==> config.mk <==
export PLATFORM = sky130hd
export DESIGN_NAME = line_buf_ctrl
export DESIGN_NICKNAME = d
export VERILOG_FILES = /design/src/rtl/line_buf_ctrl.sv
export SDC_FILE = /design/constraint.sdc
export NUM_CORES = 1
export LEC_CHECK = 0
export ABC_AREA = 1
export BUFFER_PORTS_ARGS = -buffer_cell sky130_fd_sc_hd__buf_2
export CORE_ASPECT_RATIO = 0.9
export CORE_UTILIZATION = 40
export CTS_CLUSTER_DIAMETER = 60
export DETAILED_ROUTE_END_ITERATION = 10
export PLACE_DENSITY = 0.63
export SLEW_MARGIN = 40
export SYNTH_ARGS = -nofsm -noshare
export SYNTH_HDL_FRONTEND = slang
export SYNTH_SLANG_ARGS = --single-unit
==> constraint.sdc <==
create_clock -name clk -period 3.1 [get_ports clk]
set_input_delay 0.31 -clock clk [delete_from_list [all_inputs] [get_ports clk]]
set_output_delay 0.31 -clock clk [all_outputs]
set_load 0.02 [all_outputs]
==> src/rtl/line_buf_ctrl.sv <==
// line_buf_ctrl: sequencing controller for the BRAM line-delay chain of the
// 5x5 convolution filter. Generates the shared cyclic BRAM address and the
// enable/write strobes from the {vs,hs,de} status bus. Measures the active
// line width and counts how many delayed lines hold consistent data.
// Optional build macro: WIDTH_LOCK_EN (adopt a new width only after two
// consecutive lines agree on it).
module line_buf_ctrl #(
  parameter int ADDR_W = 11,
  parameter int DEPTH  = 4,
  parameter int CNT_W  = 12
) (
  input  logic              clk,
  input  logic              rst,
  input  logic [2:0]        stat_in,
  output logic [ADDR_W-1:0] bram_addr_o,
  output logic              bram_en_o,
  output logic              bram_we_o,
  output logic [CNT_W-1:0]  line_width_o,
  output logic [2:0]        lines_valid_o,
  output logic              win_valid_o,
  output logic [CNT_W-1:0]  col_o,
  output logic [CNT_W-1:0]  row_o,
  output logic              width_err_o
);

  localparam logic [2:0] DEPTH_V = 3'(DEPTH);
`ifdef WIDTH_LOCK_EN
  // Both agreeing lines were written at the same addresses, so both count.
  localparam logic [2:0] LOCK_LV = (DEPTH >= 2) ? 3'd2 : 3'(DEPTH);
`endif

  typedef enum logic [1:0] {S_IDLE, S_FILL, S_RUN} state_t;

  state_t              state_q, state_d;
  logic                de_q, vs_q;
  logic [ADDR_W-1:0]   cnt_q, cnt_d;
  logic                sat_q, sat_d;
  logic [CNT_W-1:0]    col_q, col_d;
  logic [CNT_W-1:0]    row_q, row_d, row_le;
  logic [2:0]          lv_q, lv_d, lv_le;
  logic [CNT_W-1:0]    lw_q, lw_d;
  logic                err_q, err_d;
  logic                win_q, win_d;
  logic [CNT_W-1:0]    cand_q, cand_d;
  logic                cand_vld_q, cand_vld_d;

  logic                de, vs, de_rise, de_fall, vs_rise, line_end;
  logic [CNT_W-1:0]    meas;
  logic                unused_hs;

  // hs carries no sequencing meaning here: the address must not jump on hs,
  // otherwise blanking would disturb the RAM contents.
  assign unused_hs = stat_in[1];
  assign de        = stat_in[0];
  assign vs        = stat_in[2];
  assign de_rise   = de & ~de_q;
  assign de_fall   = ~de & de_q;
  assign vs_rise   = vs & ~vs_q;
  assign line_end  = de_fall & (state_q != S_IDLE);
  assign meas      = CNT_W'(cnt_q) + CNT_W'(1);

  // Pixel counter / BRAM address: restart on de rise, advance on de, hold at top.
  always_comb begin
    cnt_d = cnt_q;
    sat_d = sat_q;
    if (de_rise) begin
      cnt_d = '0;
      sat_d = 1'b0;
    end else if (de) begin
      if (cnt_q == '1) sat_d = 1'b1;
      else             cnt_d = cnt_q + ADDR_W'(1);
    end
  end

  // Line-end bookkeeping (width check, row and valid-line count), then vs clear.
  always_comb begin
    lw_d       = lw_q;
    lv_le      = lv_q;
    row_le     = row_q;
    err_d      = 1'b0;
    cand_d     = cand_q;
    cand_vld_d = cand_vld_q;
    if (line_end) begin
      row_le = row_q + CNT_W'(1);
      if (sat_q) begin
        // Overlong line: RAM tail was overwritten in place, nothing usable.
        err_d      = 1'b1;
        lv_le      = '0;
        cand_vld_d = 1'b0;
      end else if (lw_q == '0) begin
        lw_d  = meas;
        lv_le = (lv_q == DEPTH_V) ? lv_q : lv_q + 3'd1;
      end else if (meas == lw_q) begin
        lv_le      = (lv_q == DEPTH_V) ? lv_q : lv_q + 3'd1;
        cand_vld_d = 1'b0;
      end else begin
        err_d = 1'b1;
`ifdef WIDTH_LOCK_EN
        if (cand_vld_q && (cand_q == meas)) begin
          lw_d       = meas;
          lv_le      = LOCK_LV;
          cand_vld_d = 1'b0;
        end else begin
          cand_d     = meas;
          cand_vld_d = 1'b1;
          lv_le      = '0;
        end
`else
        lw_d  = meas;
        lv_le = 3'd1;
`endif
      end
    end
    lv_d  = lv_le;
    row_d = row_le;
    if (vs_rise) begin
      lv_d       = '0;
      row_d      = '0;
      cand_vld_d = 1'b0;
    end
  end

  // FSM state register.
  always_ff @(posedge clk) begin
    if (rst) state_q <= S_IDLE;
    else     state_q <= state_d;
  end

  // FSM next state: leave IDLE on vs, then RUN exactly while the window is full.
  always_comb begin
    state_d = state_q;
    case (state_q)
      S_IDLE:  if (vs_rise) state_d = S_FILL;
      S_FILL,
      S_RUN:   state_d = (lv_d == DEPTH_V) ? S_RUN : S_FILL;
      default: state_d = S_IDLE;
    endcase
  end

  // FSM outputs: window valid only in RUN, column hidden while idle.
  always_comb begin
    win_d = (state_d == S_RUN) & de;
    col_d = (state_d == S_IDLE) ? '0 : CNT_W'(cnt_d);
  end

  // Datapath registers.
  always_ff @(posedge clk) begin
    if (rst) begin
      de_q       <= 1'b0;
      vs_q       <= 1'b0;
      cnt_q      <= '0;
      sat_q      <= 1'b0;
      col_q      <= '0;
      row_q      <= '0;
      lv_q       <= '0;
      lw_q       <= '0;
      err_q      <= 1'b0;
      win_q      <= 1'b0;
      cand_q     <= '0;
      cand_vld_q <= 1'b0;
    end else begin
      de_q       <= de;
      vs_q       <= vs;
      cnt_q      <= cnt_d;
      sat_q      <= sat_d;
      col_q      <= col_d;
      row_q      <= row_d;
      lv_q       <= lv_d;
      lw_q       <= lw_d;
      err_q      <= err_d;
      win_q      <= win_d;
      cand_q     <= cand_d;
      cand_vld_q <= cand_vld_d;
    end
  end

  assign bram_addr_o   = cnt_q;
  assign bram_en_o     = de_q;
  assign bram_we_o     = de_q;
  assign line_width_o  = lw_q;
  assign lines_valid_o = lv_q;
  assign win_valid_o   = win_q;
  assign col_o         = col_q;
  assign row_o         = row_q;
  assign width_err_o   = err_q;

endmodule

==> results of run 1 <==
Yosys cell counts (all sizes together):
cell	instances	area, sq um
xor2	5	43.8
inv	56	210
nand3b	1	7.51
clkbuf	4	15.0
nor4	3	18.8
o21a	1	7.51
dfxtp	56	1120
nand2	80	315
nand4	5	31.3
xnor2	2	17.5
conb	1	3.75
nor3	4	31.3
or2	1	6.26
a31oi	1	6.26
buf	5	37.5
a21oi	38	194
nor3b	1	7.51
o211ai	3	22.5
a211oi	4	30.0
o21ai	26	130
nand3	24	125
ha	6	75.1
nor2	53	233
layout by cell type (no fill, tap or decap):
master and instances:
a211oi_1 4, a21oi_1 37, a21oi_2 1, a31oi_1 1, buf_2 56, buf_4 2, clkbuf_8 5, clkinv_4 1
conb_1 1, dfxtp_1 56, ha_1 6, inv_1 54, inv_2 2, inv_6 2, nand2_1 75, nand2_2 4
nand2_4 1, nand3_1 23, nand3_4 1, nand3b_1 1, nand4_1 5, nor2_1 47, nor2_2 4, nor2_4 1
nor2_8 1, nor3_1 3, nor3_4 1, nor3b_1 1, nor4_1 3, o211ai_1 3, o21a_1 1, o21ai_0 25
o21ai_1 1, or2_2 1, xnor2_1 2, xor2_1 5
layer usage:
metal  vias up  track usage  part of all wire
li1       1332            -                 -
met1      1097        0.299              0.52
met2        57        0.288              0.42
met3         6       0.0352             0.046
met4         0       0.0532            0.0095
met5         -            0                 0
cell families (layout without fill, tap and decap cells):
family,after synthesis,after routing,share of synthesized area
flops,56,56,0.417
simple gates,172,172,0.288
compound gates,73,73,0.145
fa+ha+maj,6,6,0.0279
buf+inv,65,122,0.0977
other cells,1,1,0.00139
xor+xnor,7,7,0.0228
critical path, cell delays in order (launching register included):
cell	delay [ns]
dfxtp_1	0.44
ha_1	0.23
nand2_1	0.11
nor2_2	0.17
nand2_1	0.07
nand2_1	0.10
inv_1	0.09
nand2_1	0.06
nand2_1	0.04
nor2_1	0.10
nand2_1	0.07
nor2_2	0.12
nand2_1	0.09
nand2_2	0.09
nand3_1	0.11
a21oi_2	0.18
nand3_1	0.09
nand2_1	0.13
nand3_4	0.16
a21oi_1	0.19
final cells by class:
type                       instances  area share
multi-input combinational        259       0.418
sequential                        56       0.356
timing repair buffer              58      0.0938
inverter                          56      0.0668
tap                               87      0.0346
clock buffer                       5      0.0219
clock inverter                     3     0.00835
state kept, by name, indices dropped and copies added, names as in the netlist:
name / flops
lines_valid_o: 3
win_valid_o: 1
bram_en_o: 1
state_q: 2
vs_q: 1
col_o: 11
row_o: 12
width_err_o: 1
sat_q: 1
bram_addr_o: 11
line_width_o: 12
through the flow:
step,utilization,cell area (sq um),power [W],instances
global placement,0.481,3040,0.000962,516
global route,0.498,3150,0.00145,524
detailed placement,0.481,3040,0.000964,516
floorplan,-,2690,0.000911,380
CTS,0.497,3140,0.00139,524
finish,0.498,3150,0.00138,524
worst max-delay path by stage:
stage	end	slack, ns	cells after the start
finish	col_o[1]	0.40	19
global route	col_o[0]	0.03	19
CTS	col_o[1]	0.29	20
detailed placement	col_o[1]	0.33	22
global placement	col_o[5]	0.39	22
floorplan	col_o[3]	0.63	23
repair_timing:
action                                 in CTS  in global routing
setup endpoints to repair                   0                 12
buffers inserted                            0                  0
endpoints found under the hold margin       0                  0
gates resized for setup                     0                  2
power by group through the flow:
stage / Sequential [W] / Combinational (W) / Clock (W)
after floorplan: 0.000800 / 0.000111 / 0
after global placement: 0.000778 / 0.000184 / 0
after detailed placement: 0.000778 / 0.000186 / 0
after CTS: 0.000762 / 0.000187 / 0.000444
after global routing: 0.000766 / 0.000212 / 0.000476
final: 0.000762 / 0.000188 / 0.000432
==> impl_metrics.env, run 1 <==
export IMPL_min_period_ns=2.70
export IMPL_clock_skew_ns=0.0139
export IMPL_tns_ns=0
export IMPL_p_leak_nw=1.49
export IMPL_endpoint_kind="flop"
export IMPL_fmax_ghz=0.371
export IMPL_antenna_found_initial=0
export IMPL_cts_tree="done"
export IMPL_r2r_start="bram_addr_o[1]"
export IMPL_swShare=0.301
export IMPL_relSlewSlack=0.569
export IMPL_grt_pass1_vias=2202
export IMPL_hold_buffers=0
export IMPL_hold_viol_final=0
export IMPL_critPathKind="reg -> reg"
export IMPL_status="finished clean"
export IMPL_dieArea_sq_um=7060
export IMPL_fp_row_count=27
export IMPL_yosysSeqAreaShare=0.417
export IMPL_grt_overflow_total=0
export IMPL_cts_root_buffer="clkbuf_8"
export IMPL_drt_first_iter_violations=130
export IMPL_first_pass_iters=4
export IMPL_syn_instance_count=380
export IMPL_syn_cell_area_sq_um=2690
export IMPL_num_vias=2492
export IMPL_drv_slew=0
export IMPL_hp_class="in -> reg"
export IMPL_via_per_inst=4.76
export IMPL_syn_avg_cell_area_sq_um=7.08
export IMPL_timing_final_ws_setup_ns=0.402
export IMPL_fin_crit_sh=0.870
export IMPL_rsz0062_at_grt="false"
export IMPL_clkSlewWorstSetupHoldPaths_ns=0.11
export IMPL_post_dp_hpwl_microns=5020
export IMPL_wl_per_cell_microns=12.5
export IMPL_worstPathMaxFanout=12
export IMPL_power_density_nw_per_um2=439
export IMPL_setup_viol=0
export IMPL_startpoint_type="flop"
export IMPL_tightestPinTransition_ns=0.644
export IMPL_p_sw_w=0.000416
export IMPL_cts_sinks=56
export IMPL_cp_required_ns=3.35
export IMPL_htree_levels=2
export IMPL_ir_drop_v=0.000231
export IMPL_ff_latch_area_sq_um=1120
export IMPL_whs_endpoint="vs_q"
export IMPL_chipHeight_microns=79.8
export IMPL_io_pins=59
export IMPL_p_int_w=0.000966
export IMPL_drc=0
export IMPL_io_buffers=56
export IMPL_start_util=0.426
export IMPL_synth_cell_types=35
export IMPL_nFillCells=666
export IMPL_routed_wl_microns=6550
export IMPL_clock_latency_ns=0.32
export IMPL_place_ws_ns=0.332
export IMPL_startpoint="bram_addr_o[1]"
export IMPL_die_width_microns=88.4
export IMPL_holdWs_ns=0.219
export IMPL_core_sq_um=6320
export IMPL_grt_pass1_wl_microns=10700
export IMPL_syn_nets=391
export IMPL_ys_ff_latch=56
export IMPL_track_usage=0.199
export IMPL_multi_input_area_sq_um=1320
export IMPL_holdPathStages=3
export IMPL_drive_above_1_share=0.190
export IMPL_syn_to_final_growth_pct=17.0
export IMPL_power_share_clock=0.313
export IMPL_r2r_cells=19
export IMPL_comb_power_share=0.136
export IMPL_holdCritStartpoint="stat_in[2]"
export IMPL_pwr_share_seq=0.551
export IMPL_fin_nets=447
export IMPL_reg2reg_slack_ns=0.40
export IMPL_crit_arrival_ns=2.95
export IMPL_synth_warning_count=0
export IMPL_antenna_cells=0
export IMPL_cap_violations=0
export IMPL_grt_max_degree=25
export IMPL_r2r_end="col_o[1]"
export IMPL_gp_congestion=0.879
export IMPL_clock_path_buffers=2
export IMPL_detail_route_antenna_nets=0
export IMPL_cts_buffers_inserted=5
No activity file was read; power rests on OpenSTA's default activity.
==> run 2: changes to the inputs <==
--- a/config.mk
+++ b/config.mk
@@ -11,7 +11,7 @@
 export CORE_UTILIZATION = 40
 export CTS_CLUSTER_DIAMETER = 60
 export DETAILED_ROUTE_END_ITERATION = 10
-export PLACE_DENSITY = 0.63
+export PLACE_DENSITY = 0.69
 export SLEW_MARGIN = 40
 export SYNTH_ARGS = -nofsm -noshare
 export SYNTH_HDL_FRONTEND = slang
==> impl_metrics.env, run 2 (synthesized netlist as in run 1, its figures left out) <==
export IMPL_status="finished clean"
export IMPL_crit_chain="ha_1 -> nand2_1 -> nor2_2 -> nand2_1 -> nand2_1 -> inv_1 -> nand2_1 -> nand2_1 -> nor2_1 -> nand2_1 -> nor2_2 -> nand2_1 -> nand2_2 -> nand2_1 -> nand2_1 -> nand2_1 -> nor2_2 -> nand3_1 -> nand2_1 -> nand3_2 -> a21oi_1"
export IMPL_cts_root_buffer="clkbuf_8"
export IMPL_cap_violations=0
export IMPL_via_per_inst=4.84
export IMPL_hold_buffers=0
export IMPL_total_power_w=0.00137
export IMPL_core_sq_um=6320
export IMPL_clock_latency_ns=0.32
export IMPL_grt_pass1_wl_microns=10400
export IMPL_startpoint_type="flop"
export IMPL_power_density_nw_per_um2=436
export IMPL_dieArea_sq_um=7060
export IMPL_min_period_ns=2.70
export IMPL_cpMostUsedCell="nand2_1"
export IMPL_cts_sinks=56
export IMPL_fin_nets=448
export IMPL_drv_slew=0
export IMPL_worstPathMaxFanout=12
export IMPL_cp_slowest_cell="dfxtp_1"
export IMPL_fmax_ghz=0.370
export IMPL_cp_num_buf_inv=1
export IMPL_cts_tree="done"
export IMPL_holdPathStages=3
export IMPL_htree_levels=2
export IMPL_fp_row_count=27
export IMPL_r2r_cells=21
export IMPL_antenna_cells=0
export IMPL_io_buffers=56
export IMPL_detail_route_antenna_nets=0
export IMPL_syn_to_final_growth_pct=17.0
export IMPL_num_vias=2543
export IMPL_setup_viol=0
export IMPL_final_common_cell="nand2_1"
export IMPL_ir_drop_v=0.000192
export IMPL_tightestPinTransition_ns=0.648
export IMPL_grt_overflow_total=0
export IMPL_drc=0
export IMPL_drive_above_1_share=0.192
export IMPL_grt_pass1_vias=2190
export IMPL_postCtsResizedCells=0
export IMPL_nFillCells=651
export IMPL_critPathKind="reg -> reg"
export IMPL_antenna_found_initial=0
export IMPL_cp_required_ns=3.35
export IMPL_placed_area_sq_um=3050
export IMPL_fin_crit_sh=0.872
export IMPL_post_dp_hpwl_microns=4700
export IMPL_clock_path_buffers=2
export IMPL_clkSlewWorstSetupHoldPaths_ns=0.10
export IMPL_crit_arrival_ns=2.96
export IMPL_cp_depth=21
export IMPL_finish_instance_area_sq_um=3150
export IMPL_final_cell_mix="nand2_1, dfxtp_1, buf_2"
export IMPL_post_cts_buffers=0
export IMPL_relSlewSlack=0.566
export IMPL_hp_class="in -> reg"
export IMPL_p_leak_nw=1.49
export IMPL_tns_ns=0
export IMPL_die_width_microns=88.4
export IMPL_chipHeight_microns=79.8
export IMPL_cpPeakStageDelay_ns=0.43
export IMPL_grt_max_degree=25
export IMPL_hold_viol_final=0
export IMPL_ff_latch_area_sq_um=1120
export IMPL_io_pins=59
export IMPL_cts_buffers_inserted=5
export IMPL_routed_wl_microns=6080
export IMPL_multi_input_area_sq_um=1310
export IMPL_clock_skew_ns=0.0119
export IMPL_gp_congestion=0.877
export IMPL_endpoint_kind="flop"
export IMPL_reg2reg_slack_ns=0.40
export IMPL_start_util=0.426
export IMPL_rsz0062_at_grt="false"
export IMPL_cp_top_family="simple AND/OR/NAND/NOR gates"
export IMPL_drt_first_iter_violations=244
export IMPL_track_usage=0.189
export IMPL_wl_per_cell_microns=11.6
export IMPL_first_pass_iters=4
-- run 2: cell count changes in the layout (fill, tap and decap cells not counted), sizes merged --
cell / change
buf: +1
clkinvlp: +1
inv: -1
-- run 2: stage by stage --
| step | hold slack, ns | instances | setup WS, ns | util |
|---|---|---|---|---|
| floorplan | 0.435 | 380 | 0.627 | - |
| global placement | 0.457 | 517 | 0.430 | 0.483 |
| detailed placement | 0.464 | 517 | 0.387 | 0.483 |
| CTS | 0.206 | 525 | 0.348 | 0.498 |
| global route | 0.211 | 525 | 0.00326 | 0.498 |
| finish | 0.206 | 525 | 0.396 | 0.498 |
-- run 2: routing by layer --
metal  global-route usage  vias up  wire [microns]
met5                    0        -               0
met3               0.0372        7             375
met1                0.277     1130            3100
met4               0.0565        0              82
met2                0.276       67            2520
li1                     -     1339               -
-- run 2: where the power goes --
group	leakage, nW	internal, W	switching, W
Combinational	0.987	0.0000581	0.000128
Clock	0.0463	0.000166	0.000258
Sequential	0.455	0.000742	0.0000197
Total	1.49	0.000966	0.000406
-- run 2: final timing paths --
check	to	startpoint
max	col_o[9]	bram_addr_o[1]
min	vs_q	stat_in[2]
max reg2reg	col_o[9]	bram_addr_o[1]
min reg2reg	row_o[10]	row_o[10]
-- run 2: area by class of cell --
class | instances | area share
well taps | 87 | 0.0346
clock inverters | 3 | 0.00874
multi-input cells | 259 | 0.416
repair buffers | 59 | 0.0962
flip-flops and latches | 56 | 0.356
inverters | 56 | 0.0668
clock buffers | 5 | 0.0219
-- run 2: worst min-delay path, cell delays in order --
cell,delay (ns)
buf_2,0.07
inv_1,0.04
nor2_1,0.07
